==> config.mk <==
export PLATFORM = sky130hd
export DESIGN_NAME = muxnto1_rr
export DESIGN_NICKNAME = d
export VERILOG_FILES = /design/src/rtl/muxnto1_rr.sv
export SDC_FILE = /design/constraint.sdc
export NUM_CORES = 1
export LEC_CHECK = 0
export CORE_MARGIN = 3
export CORE_UTILIZATION = 40
export CTS_CLUSTER_SIZE = 40
export DETAILED_ROUTE_END_ITERATION = 10
export PLACE_DENSITY = 0.86
export SYNTH_ARGS = -nofsm -noshare
export SYNTH_HDL_FRONTEND = slang
export SYNTH_SLANG_ARGS = --single-unit
==> constraint.sdc <==
create_clock -name clk -period 3.91 [get_ports clk]
set_input_delay 0.9775 -clock clk [delete_from_list [all_inputs] [get_ports clk]]
set_output_delay 0.9775 -clock clk [all_outputs]
set_load 0.005 [all_outputs]
==> src/rtl/muxnto1_rr.sv <==
`timescale 1ns/1ps
// Registered N-channel stream multiplexer with valid/ready on every port.
// Fixed-select mode (mode=0) or round-robin arbitration (mode=1); one-cycle
// latency, full throughput under back-pressure.
module muxnto1_rr #(
  parameter int unsigned W = 8,
  parameter int unsigned N = 4,
  localparam int unsigned SW = (N > 2) ? $clog2(N) : 1
) (
  input  logic           clk,
  input  logic           rst,
  input  logic           mode,
  input  logic [SW-1:0]  s,
  input  logic [N*W-1:0] a,
  input  logic [N-1:0]   a_valid,
  output logic [N-1:0]   a_ready,
  output logic [W-1:0]   t,
  output logic [SW-1:0]  t_ch,
  output logic           t_valid,
  input  logic           t_ready
);

  logic [SW-1:0] r_ptr;
  logic          w_load;
  logic          w_gnt_vld;
  logic [SW-1:0] w_gnt;
  logic [W-1:0]  w_gnt_data;

  // Output register may take a new word when empty or being drained this cycle.
  assign w_load = !t_valid || t_ready;

  // Grant selection: fixed by s, or first valid channel after r_ptr (with wrap).
  always_comb begin
    int unsigned idx;
    idx       = 0;
    w_gnt_vld = 1'b0;
    w_gnt     = '0;
    if (!mode) begin
      // s >= N matches no channel, so it never grants.
      for (int unsigned i = 0; i < N; i++) begin
        if (s == SW'(i) && a_valid[i]) begin
          w_gnt_vld = 1'b1;
          w_gnt     = SW'(i);
        end
      end
    end else begin
      // Scan farthest offset first so the nearest valid channel wins last.
      for (int unsigned k = N; k >= 1; k--) begin
        idx = (32'(r_ptr) + k) % N;
        if (a_valid[idx]) begin
          w_gnt_vld = 1'b1;
          w_gnt     = SW'(idx);
        end
      end
    end
  end

  // Data mux of the granted channel and one-hot ready back to producers.
  always_comb begin
    w_gnt_data = '0;
    a_ready    = '0;
    for (int unsigned i = 0; i < N; i++) begin
      if (w_gnt == SW'(i)) begin
        w_gnt_data = a[i*W +: W];
      end
      a_ready[i] = w_load && w_gnt_vld && (w_gnt == SW'(i)) && !rst;
    end
  end

  // Output register and round-robin pointer.
  always_ff @(posedge clk or posedge rst) begin
    if (rst) begin
      t       <= '0;
      t_ch    <= '0;
      t_valid <= 1'b0;
      r_ptr   <= SW'(N - 1);
    end else if (w_load) begin
      if (w_gnt_vld) begin
        t       <= w_gnt_data;
        t_ch    <= w_gnt;
        t_valid <= 1'b1;
        if (mode) begin
          r_ptr <= w_gnt;
        end
      end else begin
        t_valid <= 1'b0;
      end
    end
  end

endmodule
# == Word level (Yosys, flattened, before mapping) ==
# Cells that the tools add are included.
# word_totals
ff_bits,13
in_bits,42
out_inout_bits,15
wordCells,68
# classes
n_addsub,4
order_cmp,4
eq_ne,6
mux,30
reduce_logical,20
# op_table
operator,count
$mux W8,4
$mux W1,15
$mux W2,7
$logic_and A1 B1 Y1,13
$lt A2 B3 Y1 const B,4
$bmux W1 S2,4
$eq A2 B2 Y1 const B,4
$add A2 B1 Y2 const B,2
$add A2 B2 Y2 const B,2
$eq A2 B1 Y1 const B,2
$logic_not A2 Y1,2
$reduce_and A3 Y1,1
$logic_not A1 Y1,2
$reduce_and A2 Y1,1
$logic_or A1 B1 Y1,1

# == Depth between registers and ports, before layout ==
# Gate-level depths: netlist of the first run.
# depth
depth_word,13
depth_mapped,7
depth_no_buf,6

# == Worst setup path before layout of the first run ==
# Ideal clock, no wire load.
# synth_timing
path_kind,input port to output port
startpoint,input mode
endpoint,output a_ready[2]
arrival_ns,2.164
setup_slack_ns,0.768
stages,4
n_path_buf,2
path_cell_list,buf_2 > o32ai_1 > buf_2 > nor4bb_1
# synth_between
elab_chain_len,4
# synth_rtl
element,line,source
"start, declared",12,"input logic mode,"
$mux W2 or $mux W1 (tied branches),38,if (!mode) begin
$eq A2 B2 Y1 or $logic_and A1 B1 Y1 (tied branches),66,a_ready[i] = w_load && w_gnt_vld && (w_gnt == SW'(i)) && !rst;
$logic_and A1 B1 Y1 (*) (2 in series),66,
"end, declared",16,"output logic [N-1:0] a_ready,"
# Mark *: on every way between the ends. The rest lies on a longest branch, timed or not.

# == Worst setup path after layout of the first run ==
# layout_timing
startpoint,input s[0]
endpoint,output a_ready[3]
# layout_between
elab_chain_len,10
# layout_rtl
element,line,source
"start, declared",13,"input logic [SW-1:0] s,"
$logic_not A2 Y1,41,if (s == SW'(i) && a_valid[i]) begin
$logic_and A1 B1 Y1,41,
$mux W1 (4 in series),41,
$mux W1,38,
$logic_and A1 B1 Y1,66,
$logic_and A1 B1 Y1 (*) (2 in series),66,
# Marks and branches as above.

==> results.json, run 1 <==
{
  "status": "completed",
  "htreeDepth": 1,
  "cp_slowest_cell": "clkdlybuf4s50_1",
  "cp_data_required_time_ps": 2930,
  "dieHeight_um": 54.4,
  "yosysSeqAreaShare": 0.350,
  "fin_crit_ps": 3840,
  "first_pass_iters": 4,
  "hold_class": "register to register",
  "synth_nets": 115,
  "grt_usage": 0.217,
  "power_switching_mw": 0.192,
  "dpl.hpwl_um": 2330,
  "dieArea_um2": 2960,
  "fin_hold_ws_ps": 491,
  "fmax_mhz": 260,
  "cp.arrival_ps": 2860,
  "antenna_found_initial": 0,
  "fin_util": 0.825,
  "first_global_vias": 997,
  "area_growth_pct": 83.3,
  "critPathTopFamily": "buffers and inverters",
  "place_ws_ps": -139,
  "combPwrFrac": 0.532,
  "core_um2": 2080,
  "seq_power_share": 0.334,
  "power_density_nw_per_um2": 372,
  "rows": 16,
  "slew_headroom": 0.750,
  "drive_gt1_frac": 0.342,
  "start_util": 0.450,
  "cts_tree": "built",
  "crit_path_end_kind": "primary output",
  "synth_warnings": 0,
  "syn_avg_cell_area_um2": 12.8,
  "fill_cells": 123,
  "internal-power_mw": 0.447,
  "routedWlPerCell_um": 18.0,
  "grt_start_max_net_pins": 14,
  "insertion_delay_ps": 280,
  "drv_cap": 0,
  "cts_hold_buf": 0,
  "finalCritPeriodShare": 0.982,
  "fin_nets": 189,
  "die_x_um": 54.4,
  "worstSetupPathType": "input pin to primary output",
  "max_stage_delay_ps": 510,
  "clockBufferDepth": 2,
  "worst_pin_slew_ps": 375,
  "fin_skew_ps": 1.63,
  "drc": 0,
  "max-vdd-ir-drop_mv": 0.301,
  "ioPinCount": 57,
  "setup_violations": 0,
  "drt-vias-per-instance": 5.49,
  "numClockSinks": 13,
  "pwr-share-clk": 0.135,
  "critPathLaunchType": "input pin",
  "slew_violations": 0,
  "wl_um": 3110,
  "grt_pass1_wl_um": 4440,
  "yosysUniqueCellTypes": 28,
  "num_vias": 950,
  "power.share.switching": 0.301,
  "cp_max_fo": 6,
  "syn_area_um2": 937,
  "ys_ff_latch": 13,
  "critPathBufInv": 2,
  "synth_cells": 73,
  "drtIter0Drc": 17,
  "cts_root_buf": "clkbuf_4",
  "fin_ws_ps": 68.6,
  "clk_pin_slew_ps": 80,
  "numCtsBuffers": 3,
  "num_antenna_cells": 0,
  "place.gp.congestion": 0.804,
  "portBuffers": 56,
  "cellLeakagePower_nw": 0.731,
  "worstPathCellList": "dlygate4sd2_1 > mux2i_2 > nor2_2 > o31ai_2 > a21oi_2 > nand3_2 > nor2b_1 > clkdlybuf4s50_1",
  "hold_violations": 0,
  "gr-total-overflow": 0,
  "ant_nets": 0
}
-- registers in the layout (all words and copies together), names as in the netlist --
register and count:
t 8, r_ptr 2, t_valid 1, t_ch 2
-- metrics by stage --
stage,setup TNS [ps],cell area (um^2),std cells,total power [mW]
2_1_floorplan,0,937,73,0.362
3_3_place_gp,-108,1610,165,0.521
3_5_place_dp,-491,1610,165,0.533
4_1_cts,0,1680,171,0.632
5_1_grt,-20.1,1720,173,0.675
6_report,0,1720,173,0.639
-- path summary, 6_finish.rpt --
path	endpoint	cells after the start	slack, ps	startpoint
setup / recovery	a_ready[3]	8	70	s[0]
hold / removal	t_ch[1]	1	490	t_ch[1]
setup reg to reg	t[0]	7	1700	r_ptr[0]
hold reg to reg	t_ch[1]	1	490	t_ch[1]
max in group asynchronous	r_ptr[0]	3	2490	rst
min in group asynchronous	t[4]	3	1180	rst
-- area by class of cell --
class                           instances  area, um^2  share of cell area
Timing Repair Buffer                   73         686               0.399
Multi-Input combinational cell         51         624               0.363
Clock buffer                            3        22.5              0.0131
Tap cell                               27        33.8              0.0197
Clock inverter                          1        5.00             0.00291
Sequential cell                        13         328               0.191
Inverter                                5        18.8              0.0109
-- repair_timing --
| item | CTS | global route |
|---|---|---|
| gates resized for setup | 13 | 5 |
| pin swaps | 1 | 0 |
| buffers inserted | 2 | 2 |
| endpoints found under the hold margin | 0 | 0 |
| endpoints found under the setup margin | 4 | 3 |
-- power by group through the flow --
| stage | registers, mW | logic (mW) | clock network, mW |
|---|---|---|---|
| 6_report | 0.213 | 0.340 | 0.0860 |
| 5_1_grt | 0.219 | 0.362 | 0.0946 |
| 4_1_cts | 0.213 | 0.333 | 0.0863 |
| 3_5_place_dp | 0.213 | 0.320 | 0 |
| 3_3_place_gp | 0.212 | 0.309 | 0 |
| 2_1_floorplan | 0.214 | 0.148 | 0 |
-- logic make-up (layout without fill, tap and decap cells) --
kind of cell	count (synthesis)	count (layout)	synth area share
AOI/OAI and AO/OA	14	14	0.120
buffers and inverters	9	82	0.0481
DFF	13	13	0.350
muxes	22	22	0.394
and+or+nand+nor	15	15	0.0881
-- layer usage --
layer,global-route usage,part of all wire
met4,0.0622,0.031
met1,0.234,0.36
met5,0,0
met3,0.0790,0.074
met2,0.392,0.53
-- cell usage after synthesis --
cell | instances | area share
nor2_1 | 4 | 0.016
o21ai_1 | 3 | 0.016
o211ai_1 | 1 | 0.0080
a21oi_2 | 1 | 0.0093
mux4_1 | 3 | 0.084
mux2_2 | 5 | 0.060
o32ai_1 | 1 | 0.0093
inv_1 | 5 | 0.020
mux2_1 | 1 | 0.012
nand3_1 | 2 | 0.011
mux2i_1 | 2 | 0.021
nand2b_1 | 3 | 0.020
buf_2 | 3 | 0.016
o21ai_0 | 3 | 0.016
a21oi_4 | 1 | 0.017
buf_6 | 1 | 0.012
a31oi_1 | 2 | 0.013
dfstp_2 | 2 | 0.056
nor4_1 | 1 | 0.0067
a31oi_4 | 1 | 0.023
o31ai_1 | 1 | 0.0080
mux2_4 | 6 | 0.096
dfrtp_1 | 11 | 0.29
nor2b_1 | 1 | 0.0067
nor4b_1 | 1 | 0.0093
mux4_2 | 5 | 0.12
nand2_1 | 2 | 0.0080
nor4bb_1 | 1 | 0.011
-- layout by cell type, fill, tap and decap left out, types with 2 or more instances in the layout --
| master | count |
|---|---|
| a31oi_1 | 2 |
| buf_4 | 17 |
| clkbuf_4 | 3 |
| clkdlybuf4s50_1 | 48 |
| dfrtp_1 | 11 |
| dfstp_2 | 2 |
| dlygate4sd2_1 | 6 |
| dlymetal6s2s_1 | 2 |
| inv_1 | 5 |
| mux2_2 | 5 |
| mux2_4 | 6 |
| mux4_1 | 3 |
| mux4_2 | 5 |
| nand2_1 | 2 |
| nand2b_1 | 3 |
| nor2_1 | 3 |
| o21ai_0 | 2 |
| o21ai_1 | 3 |
Note: power is estimated with default switching activity, not from simulation.
==> inputs of run 2 (changes only) <==
- SLEW_MARGIN: unset -> 5
- clock period: 3.91 -> 4.5 ns (I/O delays scaled with it)
==> results.json, run 2 (same netlist as run 1, synthesis figures left out) <==
{
  "max_stage_delay_ps": 610,
  "dpl.hpwl_um": 2310,
  "routedWlPerCell_um": 17.3,
  "cellLeakagePower_nw": 0.665,
  "max-vdd-ir-drop_mv": 0.231,
  "finalCritPeriodShare": 0.970,
  "power_switching_mw": 0.156,
  "rows": 16,
  "regMostFlops": "t",
  "rrSetupSlack_ps": 2310,
  "hold_violations": 0,
  "largest_register_ffs": 8,
  "final_cell_mix": "clkdlybuf4s50_1, dfrtp_1, buf_4",
  "first_pass_iters": 6,
  "cpMostUsedCell": "clkdlybuf4s50_1",
  "critPathBufInv": 2,
  "cp.arrival_ps": 3240,
  "seq_power_share": 0.351,
  "ioPinCount": 57,
  "power_density_nw_per_um2": 330,
  "area_growth_pct": 73.2,
  "clk_pin_slew_ps": 70,
  "drive_gt1_frac": 0.259,
  "min-delay-start": "t_ch[1]",
  "numCtsBuffers": 3,
  "rr_endpoint": "t[0]",
  "place.gp.congestion": 0.795,
  "antenna_found_initial": 0,
  "worst_pin_slew_ps": 420,
  "cts_root_buf": "clkbuf_4",
  "hold-path-cell-count": 1,
  "status": "completed",
  "portBuffers": 56,
  "rsz0062_at_grt": "false",
  "clockBufferDepth": 2,
  "dieArea_um2": 2960,
  "first_global_vias": 946,
  "fmax_mhz": 229,
  "cts_tree": "built",
  "insertion_delay_ps": 270,
  "drv_cap": 0,
  "critPathTopFamily": "buffers and inverters",
  "startpoint": "a_valid[1]",
  "cp_data_required_time_ps": 3380,
  "power_mw": 0.535,
  "ant_nets": 0,
  "fin_crit_ps": 4370,
  "final_common_cell": "clkdlybuf4s50_1",
  "fin_util": 0.779,
  "slew_headroom": 0.720,
  "core_um2": 2080,
  "place_ws_ps": -93.3,
  "drc": 0,
  "hold_class": "register to register",
  "num_antenna_cells": 0,
  "worstPathCellList": "clkdlybuf4s50_1 > nand2b_1 > o21ai_0 > o32ai_2 > nor4b_2 > clkdlybuf4s50_1",
  "worstRegToRegCells": 7,
  "drt-vias-per-instance": 5.49,
  "cp_max_fo": 7,
  "num_vias": 911,
  "htreeDepth": 1,
  "critPathLaunchType": "input pin",
  "wl_um": 2870,
  "combPwrFrac": 0.516,
  "gr-total-overflow": 0,
  "setup_tns_ps": 0,
  "timing.rr.start": "r_ptr[0]",
  "dieHeight_um": 54.4,
  "fin_nets": 182,
  "crit_path_end_kind": "primary output",
  "grt_pass1_wl_um": 4290,
  "grt_start_max_net_pins": 14,
  "fin_ws_ps": 133,
  "cp_slowest_cell": "clkdlybuf4s50_1",
  "drtIter0Drc": 12,
  "reg_top3": "t (8), r_ptr (2), t_ch (2)",
  "slew_violations": 0,
  "setup_violations": 0,
  "fin_skew_ps": 1.00,
  "die_x_um": 54.4,
  "power.share.switching": 0.292,
  "start_util": 0.450,
  "cts_hold_buf": 0,
  "numClockSinks": 13,
  "hold_end": "t_ch[1]",
  "grt_usage": 0.208,
  "internal-power_mw": 0.379,
  "pwr-share-clk": 0.133,
  "worstSetupPathType": "input pin to primary output"
}
-- run 2: stage by stage --
stage               cells  instance area, um^2  hold WS [ps]
CTS                   166                 1610           521
finish                166                 1620           516
floorplan              73                  937           483
global route          166                 1620           540
global placement      160                 1570           471
detailed placement    160                 1570           498
-- run 2: per-layer routing --
metal | vias to the layer above | global-route usage | routed length (um)
met1 | 424 | 0.225 | 1030
met3 | 14 | 0.0736 | 256
li1 | 415 | - | -
met5 | - | 0 | 0
met4 | 0 | 0.0913 | 104
met2 | 58 | 0.363 | 1480
-- run 2: timing repair --
item / in CTS / in global routing
gates resized for setup: 0 / 2
endpoints found under the setup margin: 1 / 3
buffers inserted: 2 / 0
-- run 2: layout make-up --
class                      instances  area [um^2]
inverter                           5         18.8
timing repair buffer              66          638
multi-input combinational         51          578
fill                             135          459
clock buffer                       4         26.3
sequential                        13          328
tap                               27         33.8
-- run 2: worst max-delay path by stage --
stage                            end  cells after the start
after floorplan           a_ready[2]                      4
after global placement    a_ready[0]                      7
after detailed placement  a_ready[0]                      7
after CTS                 a_ready[0]                      7
after global routing      a_ready[2]                      8
final                     a_ready[0]                      6
-- run 2: power groups by stage --
stage / Clock [mW] / Combinational [mW] / Sequential (mW)
CTS: 0.0728 / 0.278 / 0.188
global placement: 0 / 0.262 / 0.186
finish: 0.0710 / 0.276 / 0.188
floorplan: 0 / 0.129 / 0.186
detailed placement: 0 / 0.273 / 0.188
global route: 0.0792 / 0.295 / 0.193
==> inputs of run 3 (changes only) <==
- CORE_UTILIZATION: 40 -> 41
- CTS_BUF_LIST: unset -> sky130_fd_sc_hd__clkbuf_8
- PLACE_DENSITY: 0.86 -> 0.87
==> results.json, run 3 (same netlist as run 1, synthesis figures left out) <==
{
  "worstPathCellList": "clkdlybuf4s50_1 > nand2b_1 > o21ai_1 > o21ai_1 > a31oi_4 > nor4bb_1 > clkdlybuf4s50_1",
  "insertion_delay_ps": 240,
  "grt_pass1_wl_um": 4150,
  "antenna_found_initial": 0,
  "wl_um": 2810,
  "fin_nets": 180,
  "fin_crit_ps": 4420,
  "clk_pin_slew_ps": 50,
  "max-vdd-ir-drop_mv": 0.313,
  "timing.rr.start": "r_ptr[0]",
  "die_x_um": 53.8,
  "final_cell_mix": "clkdlybuf4s50_1, dfrtp_1, buf_4",
  "dieArea_um2": 2900,
  "critPathLaunchType": "input pin",
  "hold_violations": 0,
  "slew_headroom": 0.767,
  "slew_violations": 0,
  "dpl.hpwl_um": 2190,
  "gr-total-overflow": 0,
  "max_stage_delay_ps": 570,
  "numCtsBuffers": 3,
  "grt_usage": 0.204,
  "worstSetupPathType": "input pin to primary output",
  "first_global_vias": 890,
  "numClockSinks": 13,
  "cts_root_buf": "clkbuf_8",
  "ant_nets": 0,
  "grt_start_max_net_pins": 14,
  "cellLeakagePower_nw": 0.658,
  "setup_violations": 0,
  "num_antenna_cells": 0,
  "first_pass_iters": 4,
  "largest_register_ffs": 8,
  "worst_pin_slew_ps": 344,
  "clockBufferDepth": 2,
  "crit_path_end_kind": "primary output",
  "drtIter0Drc": 15,
  "cp_max_fo": 7,
  "core_um2": 2060,
  "reg_top3": "t (8), r_ptr (2), t_ch (2)",
  "cp_slowest_cell": "clkdlybuf4s50_1",
  "critPathTopFamily": "buffers and inverters",
  "drive_gt1_frac": 0.248,
  "critPathBufInv": 2,
  "startpoint": "a_valid[1]",
  "routedWlPerCell_um": 17.1,
  "final_common_cell": "clkdlybuf4s50_1",
  "cts_tree": "built",
  "rows": 16,
  "area_growth_pct": 73.3,
  "final_area_um2": 1620,
  "fmax_mhz": 226,
  "finalCritPeriodShare": 0.982,
  "place.gp.congestion": 0.818,
  "cp.arrival_ps": 3290,
  "drt-vias-per-instance": 5.34,
  "regMostFlops": "t",
  "min-delay-start": "t_ch[1]",
  "status": "completed",
  "fin_util": 0.788,
  "htreeDepth": 1,
  "power_density_nw_per_um2": 346,
  "fin_skew_ps": 3.81,
  "dieHeight_um": 53.8,
  "power_mw": 0.561,
  "start_util": 0.454,
  "cts_hold_buf": 0,
  "num_vias": 875,
  "place_ws_ps": 55.0,
  "dpl-instance-area_um2": 1560,
  "drv_cap": 0,
  "ioPinCount": 57,
  "drc": 0,
  "portBuffers": 56,
  "fin_ws_ps": 80.6,
  "cp_data_required_time_ps": 3380,
  "hold_class": "register to register",
  "fin_hold_ws_ps": 509
}
## run 3: repair_timing
item	in CTS	in global routing
pin swaps	0	0
endpoints found under the setup margin	1	4
setup buffers	0	2
resized for setup	1	0
## run 3: final timing paths
kind | slack [ps] | depth (start not counted) | endpoint
setup / recovery | 80 | 7 | a_ready[2]
hold / removal | 510 | 1 | t_ch[1]
setup reg to reg | 2210 | 7 | t[3]
hold reg to reg | 510 | 1 | t_ch[1]
max in group asynchronous | 2940 | 3 | r_ptr[1]
min in group asynchronous | 1320 | 3 | t[6]
## run 3: final cells by class
cell class / count / area (um^2)
repair buffers: 64 / 621
multi-input cells: 51 / 578
fillers: 126 / 438
flip-flops and latches: 13 / 328
clock buffers: 3 / 41.3
well taps: 27 / 33.8
inverters: 5 / 18.8
clock inverters: 1 / 3.75
## run 3: metal layers
| layer | global-route usage | vias to the layer above | routed length (um) |
|---|---|---|---|
| met5 | 0 | - | 0 |
| met4 | 0.0468 | 0 | 31 |
| met3 | 0.0388 | 4 | 123 |
| met2 | 0.383 | 30 | 1610 |
| met1 | 0.234 | 429 | 1040 |
| li1 | - | 412 | - |
## run 3: power by group
| group | switching (mW) | internal, mW | leakage (nW) |
|---|---|---|---|
| combinational | 0.0918 | 0.181 | 0.483 |
| clock | 0.0428 | 0.0603 | 0.0269 |
| sequential | 0.0242 | 0.161 | 0.148 |
## run 3: worst register-to-register path: cells and delay by family (launching register included)
kind | cells | cell delay [ps]
muxes | 2 | 830
and+or+nand+nor | 1 | 170
buffers and inverters | 1 | 260
DFF | 1 | 360
AOI/OAI and AO/OA | 3 | 550
## run 3: through the flow
step / setup TNS [ps] / std cells
CTS: 0 / 162
floorplan: 0 / 73
global placement: 0 / 158
detailed placement: 0 / 158
finish: 0 / 164
global route: -16.6 / 164
